### src/rtl/duck_wave_ctrl.sv
// Duck Hunt wave/round flow controller: bird release, shot budget,
// hit scoring with perfect-wave bonus, escape counting and game end.
module duck_wave_ctrl #(
    parameter int NUM_BIRDS       = 2,
    parameter int SHOTS_PER_WAVE  = 3,
    parameter int MISS_LIMIT      = 3,
    parameter int WAVES_PER_ROUND = 5,
    parameter int POINTS_PER_HIT  = 50,
    parameter int PERFECT_BONUS   = 100,
    parameter int SCORE_W         = 16
) (
    input  logic                 CLK,
    input  logic                 RESET_N,
    input  logic                 start,
    input  logic                 trigger,
    input  logic [NUM_BIRDS-1:0] bird_hit,
    input  logic [NUM_BIRDS-1:0] bird_flew,
    output logic                 display_start,
    output logic                 release_bird,
    output logic [NUM_BIRDS-1:0] bird_active,
    output logic [3:0]           shots_left,
    output logic [SCORE_W-1:0]   score,
    output logic [7:0]           escapes,
    output logic [7:0]           round,
    output logic                 wave_done,
    output logic                 game_over
);

    typedef enum logic [2:0] {
        IDLE,
        RELEASE,
        FLY,
        RESOLVE,
        CHECK,
        DONE
    } state_t;

    localparam int SUM_W = SCORE_W + 16;
    localparam logic [SUM_W-1:0] SCORE_MAX = {{16{1'b0}}, {SCORE_W{1'b1}}};
    localparam logic [NUM_BIRDS-1:0] ALL_BIRDS = '1;

    state_t state;
    state_t state_nxt;

    logic [NUM_BIRDS-1:0] hits;
    logic [7:0]           wave_cnt;

    logic [NUM_BIRDS-1:0] hit_now;
    logic [NUM_BIRDS-1:0] flew_now;
    logic [NUM_BIRDS-1:0] active_nxt;
    logic [3:0]           shots_nxt;
    logic [SUM_W-1:0]     hit_pts;
    logic [SUM_W-1:0]     bonus;
    logic                 fly_exit;
    logic                 wave_wrap;
    logic                 miss_out;

    function automatic logic [3:0] pop(input logic [NUM_BIRDS-1:0] v);
        logic [3:0] n;
        n = '0;
        for (int i = 0; i < NUM_BIRDS; i++) begin
            n = n + 4'(v[i]);
        end
        return n;
    endfunction

    function automatic logic [SCORE_W-1:0] sat_score(
        input logic [SCORE_W-1:0] s,
        input logic [SUM_W-1:0]   inc
    );
        logic [SUM_W-1:0] sum;
        sum = SUM_W'(s) + inc;
        if (sum > SCORE_MAX) begin
            return '1;
        end
        return sum[SCORE_W-1:0];
    endfunction

    function automatic logic [7:0] sat_esc(
        input logic [7:0] e,
        input logic [3:0] inc
    );
        logic [8:0] sum;
        sum = {1'b0, e} + 9'(inc);
        return sum[8] ? 8'hFF : sum[7:0];
    endfunction

    // A hit wins over a simultaneous fly-away on the same bird.
    always_comb begin
        hit_now    = bird_active & bird_hit;
        flew_now   = bird_active & bird_flew & ~bird_hit;
        active_nxt = bird_active & ~(hit_now | flew_now);
        shots_nxt  = shots_left;
        if (trigger && shots_left != 4'd0) begin
            shots_nxt = shots_left - 4'd1;
        end
        fly_exit  = (active_nxt == '0) || (shots_nxt == 4'd0);
        hit_pts   = SUM_W'(POINTS_PER_HIT) * SUM_W'(pop(hit_now));
        bonus     = (hits == ALL_BIRDS) ? SUM_W'(PERFECT_BONUS) : '0;
        wave_wrap = (wave_cnt + 8'd1) == 8'(WAVES_PER_ROUND);
        miss_out  = escapes >= 8'(MISS_LIMIT);
    end

    always_ff @(posedge CLK or negedge RESET_N) begin
        if (!RESET_N) begin
            state <= IDLE;
        end else begin
            state <= state_nxt;
        end
    end

    always_comb begin
        state_nxt = state;
        unique case (state)
            IDLE:    if (start) state_nxt = RELEASE;
            RELEASE: state_nxt = FLY;
            FLY:     if (fly_exit) state_nxt = RESOLVE;
            RESOLVE: state_nxt = CHECK;
            CHECK:   state_nxt = miss_out ? DONE : RELEASE;
            DONE:    if (start) state_nxt = IDLE;
            default: state_nxt = IDLE;
        endcase
    end

    always_comb begin
        display_start = (state == IDLE);
        wave_done     = (state == CHECK);
        game_over     = (state == DONE);
    end

    always_ff @(posedge CLK or negedge RESET_N) begin
        if (!RESET_N) begin
            release_bird <= 1'b0;
            bird_active  <= '0;
            shots_left   <= '0;
            score        <= '0;
            escapes      <= '0;
            round        <= '0;
            hits         <= '0;
            wave_cnt     <= '0;
        end else begin
            release_bird <= (state == RELEASE);
            unique case (state)
                IDLE: begin
                    if (start) begin
                        score    <= '0;
                        escapes  <= '0;
                        round    <= '0;
                        wave_cnt <= '0;
                    end
                end
                RELEASE: begin
                    bird_active <= ALL_BIRDS;
                    shots_left  <= 4'(SHOTS_PER_WAVE);
                    hits        <= '0;
                end
                FLY: begin
                    bird_active <= active_nxt;
                    shots_left  <= shots_nxt;
                    hits        <= hits | hit_now;
                    score       <= sat_score(score, hit_pts);
                    escapes     <= sat_esc(escapes, pop(flew_now));
                end
                // Birds still up when the shots run out count as escapes.
                RESOLVE: begin
                    escapes     <= sat_esc(escapes, pop(bird_active));
                    bird_active <= '0;
                    score       <= sat_score(score, bonus);
                end
                CHECK: begin
                    if (!miss_out) begin
                        if (wave_wrap) begin
                            wave_cnt <= '0;
                            round    <= round + 8'd1;
                        end else begin
                            wave_cnt <= wave_cnt + 8'd1;
                        end
                    end
                end
                default: begin
                end
            endcase
        end
    end

endmodule

### config.mk
export PLATFORM = sky130hd
export DESIGN_NAME = duck_wave_ctrl
export DESIGN_NICKNAME = d
export VERILOG_FILES = /design/src/rtl/duck_wave_ctrl.sv
export SDC_FILE = /design/constraint.sdc
export NUM_CORES = 1
export LEC_CHECK = 0
export BUFFER_PORTS_ARGS = -buffer_cell sky130_fd_sc_hd__buf_2
export CAP_MARGIN = 5
export CORE_AREA = 10 10 95 97
export CTS_BUF_LIST = sky130_fd_sc_hd__clkbuf_4
export CTS_CLUSTER_DIAMETER = 60
export DETAILED_ROUTE_END_ITERATION = 12
export DIE_AREA = 0 0 105 107
export GPL_TIMING_DRIVEN = 0
export PLACE_DENSITY = 0.74
export SETUP_SLACK_MARGIN = 0.5
export SLEW_MARGIN = 20
export SYNTH_ARGS = -nofsm -noshare
export SYNTH_HDL_FRONTEND = slang
export SYNTH_SLANG_ARGS = --single-unit
### constraint.sdc
create_clock -name CLK -period 3.1 [get_ports CLK]
set_input_delay 0.62 -clock CLK [delete_from_list [all_inputs] [get_ports CLK]]
set_output_delay 0.62 -clock CLK [all_outputs]
set_load 0.1 [all_outputs]
==> results.md <==
* Max Cap Violations at 0
* PwrDens at between 1000 and 1500 mW/mm2
* Top cells by area, synth: dfrtp_1 34%, ha_1 5.9%, nor2_1 5.0%
* Core ar. at between 0.007 and 0.008 mm2
* RSZ-0062 raised after global routing: yes
* Static Leak at approximately 2.0 nW
* Yosys warns at 0
* Fin crit period at 2.74 ns
* Global-route wire length before repair at about 17 mm
* Asr flop ratio synth at between 90% and 100%
* DIE WIDTH at around 110 um
* Initial core utilization at between 50 and 60%
* H-Tree Depth at 2
* Crit. End Element: flop
* Worst-skew pair later-pin latency at roughly 0.38 ns
* Post-Syn Area at 0.00380 mm2
* Vias in the first global route at 3556
* Critical Path RT at about 3.4 ns
* Leading cell types by count after synthesis: 52 x dfrtp_1, 51 x nor2_1, 36 x nand2_1, 35 x a21oi_1, 30 x o21ai_0
* Vias at ~3800
* Final setup viols at 0
* # diodes at 0
* Period utilization at between 80% and 90%
* #FFs+latches synth at between 50 and 60
* Setup TNS at 0 ns
* Cell count after synthesis at ~460
* Most area-hungry cell type in the Yosys netlist: dfrtp_1
* Post-route design area at 0.00456 mm2
* Most common flop cell mapped by yosys: dfrtp_1
* Antenna violations before repair at 0
* Avg Cell Area, Syn at between 8 and 9 um2
* Crit path max fanout at 6
* CTS Buf Count at 5
* Final Core Density at between 60% and 70%
* Distinct cells, synth at between 60 and 70
* Worst setup SP type: flop
* Post-DRT Antenna Nets at 0
* GP Congestion at between 0.9 and 1
* IO buf count at 49
* Max frequency at ~370 MHz
* Number of synthesized flops with an enable pin at 0
* Drt via density at 6.15
* Max Slew Vio Count at 0
* Largest net degree at the start of global routing at 53
* Max Buffers Root-to-Sink at 2
* Top-area cell type share of the netlist area at between 30% and 40%
* Row Count at 31
* Reg clk slew, reported paths at ~0.16 ns
* Initial DRC count at 237
* Area Growth Syn to Fin at 19.9%
* Worst R2R Path Depth at 11
* R2R Path End: score[13]
* Max-Slew Margin vs Limit at between 50% and 60%
* Worst vdd ir at between 0.0009 and 0.001 V
* Total Power at about 0.0050 W
* Chip height at 107 um
* CTS root buffer: clkbuf_4
* Skew final at about 0.018 ns
* Most frequent cell after synthesis: dfrtp_1
* Met2 wire length at slightly above 5 mm
* Routed len/inst at around 18 um
* IO Count at 50
* Metal3 WL at between 700 and 800 um
* Clock sinks at 52
* Die Footprint at approximately 0.011 mm2
* Post-DP HPWL at approximately 7.6 mm
* Drt first pass iters at 5
* Routed wire length at 10.9 mm
* R2R setup slack at ~0.36 ns
* Worst Hold Class: in -> async
* Placed instance area at roughly 0.0043 mm2
* Status: complete, no violations
* Final Hold Fails at 0
* Register area share after synthesis at roughly a third
* # DRC at 0
* Arr. time, crit path at between 3 and 4 ns
* Gr ovfl total at 0
* Total GRT Usage at between 10% and 20%
* Top routing layer used: met4
* Syn nets at 484
* Critical path type: reg -> reg
* M1 WL at 4.89 mm
* R2R Path Start: bird_active[0]
* Final nets at 553
* Worst Tran Pin Value at about 0.72 ns
* Layout cells sized above 1 at 24.6%
* CTS tree: built
[registers in the layout, indices dropped and copies added, names as in the netlist]
name,cells
bird_active,2
escapes,8
hits,2
release_bird,1
round,8
score,16
shots_left,4
state,3
wave_cnt,8
[per-layer routing]
metal	GRT usage [%]	up-vias
met3	3.71	20
met2	30.0	165
met1	23.9	1835
met5	0	-
met4	4.31	0
li1	-	1816
[through the flow]
| stage | hold WS (ns) | cells | setup slack (ns) |
|---|---|---|---|
| 2_1_floorplan | 0.324 | 455 | 0.281 |
| 3_3_place_gp | 0.457 | 603 | 0.0753 |
| 3_5_place_dp | 0.474 | 603 | 0.0774 |
| 4_1_cts | 0.273 | 619 | 0.399 |
| 5_1_grt | 0.283 | 624 | 0.302 |
| 6_report | 0.237 | 624 | 0.365 |
[worst max-delay path by stage]
stage                         from   endpoint  cells after the start
detailed placement     bird_hit[1]  score[13]                     12
CTS                 bird_active[1]  score[13]                     11
finish              bird_active[0]  score[13]                     11
floorplan           bird_active[1]  score[13]                     11
global placement       bird_hit[1]  score[13]                     12
global route        bird_active[1]  score[13]                     11
[cells by family (layout without fill, tap and decap cells)]
kind of cell / count (synthesis) / in the layout / synth area share, %
flip-flops: 52 / 52 / 34.2
XOR/XNOR: 21 / 21 / 4.84
buffers and inverters: 43 / 113 / 4.67
AO/OA/AOI/OAI: 144 / 144 / 25.0
multiplexers: 5 / 5 / 1.38
AND/OR/NAND/NOR: 169 / 169 / 22.4
adder cells (fa/ha/maj): 21 / 21 / 7.50
[report_power, final]
group	leakage (nW)	switching, W	internal [W]
Clock	0.0317	0.000226	0.0000969
Combinational	1.27	0.00250	0.000989
Sequential	0.668	0.000254	0.000889
Total	1.97	0.00298	0.00198
[cell usage in the layout, fill, tap and decap left out, types with 4 or more instances in the layout]
| cell type | synthesis | final |
|---|---|---|
| dfrtp_2 | 0 | 8 |
| nand2_1 | 36 | 33 |
| and3_1 | 8 | 8 |
| nor2_1 | 51 | 48 |
| o21a_1 | 5 | 5 |
| o211ai_1 | 4 | 4 |
| buf_4 | 0 | 15 |
| nand4_1 | 10 | 10 |
| a21oi_1 | 35 | 31 |
| inv_1 | 22 | 22 |
| nand2b_1 | 4 | 4 |
| o22a_1 | 4 | 4 |
| clkbuf_4 | 0 | 6 |
| and2_1 | 6 | 6 |
| xnor2_1 | 11 | 11 |
| nand3b_1 | 5 | 5 |
| o21ai_0 | 30 | 29 |
| nand3_1 | 18 | 18 |
| o32a_1 | 4 | 4 |
| xor2_1 | 10 | 10 |
| dfrtp_1 | 52 | 42 |
| a31oi_1 | 17 | 15 |
| o31ai_1 | 5 | 5 |
| or3_1 | 7 | 7 |
| clkbuf_1 | 13 | 10 |
| a211oi_1 | 5 | 5 |
| buf_2 | 7 | 52 |
| ha_1 | 18 | 13 |
| nor3_1 | 11 | 9 |
[area by class of cell]
cell class	instances	area (um2)
Inverter	22	82.6
Buffer	21	118
Clock buffer	6	45.0
Fill cell	669	2580
Clock inverter	2	12.5
Multi-Input combinational cell	360	2510
Sequential cell	52	1320
Tap cell	99	124
Timing Repair Buffer	62	352
[worst max-delay path, cell delays in order (launching register included)]
cell,delay (ns)
dfrtp_4,0.53
nand2_4,0.08
ha_4,0.20
ha_4,0.17
fa_2,0.39
a31oi_4,0.23
a2111oi_4,0.10
or2_4,0.26
buf_8,0.13
and3_1,0.17
o21a_1,0.17
o22a_1,0.19
[timing repair]
| action | in CTS | in global routing |
|---|---|---|
| hold buffers | 0 | 0 |
| setup endpoints to repair | 8 | 19 |
| pin swaps | 4 | 8 |
| buffers inserted | 8 | 5 |
| endpoints found under the hold margin | 0 | 0 |
| gates resized for setup | 3 | 24 |
Note: power is estimated with default switching activity, not from simulation.
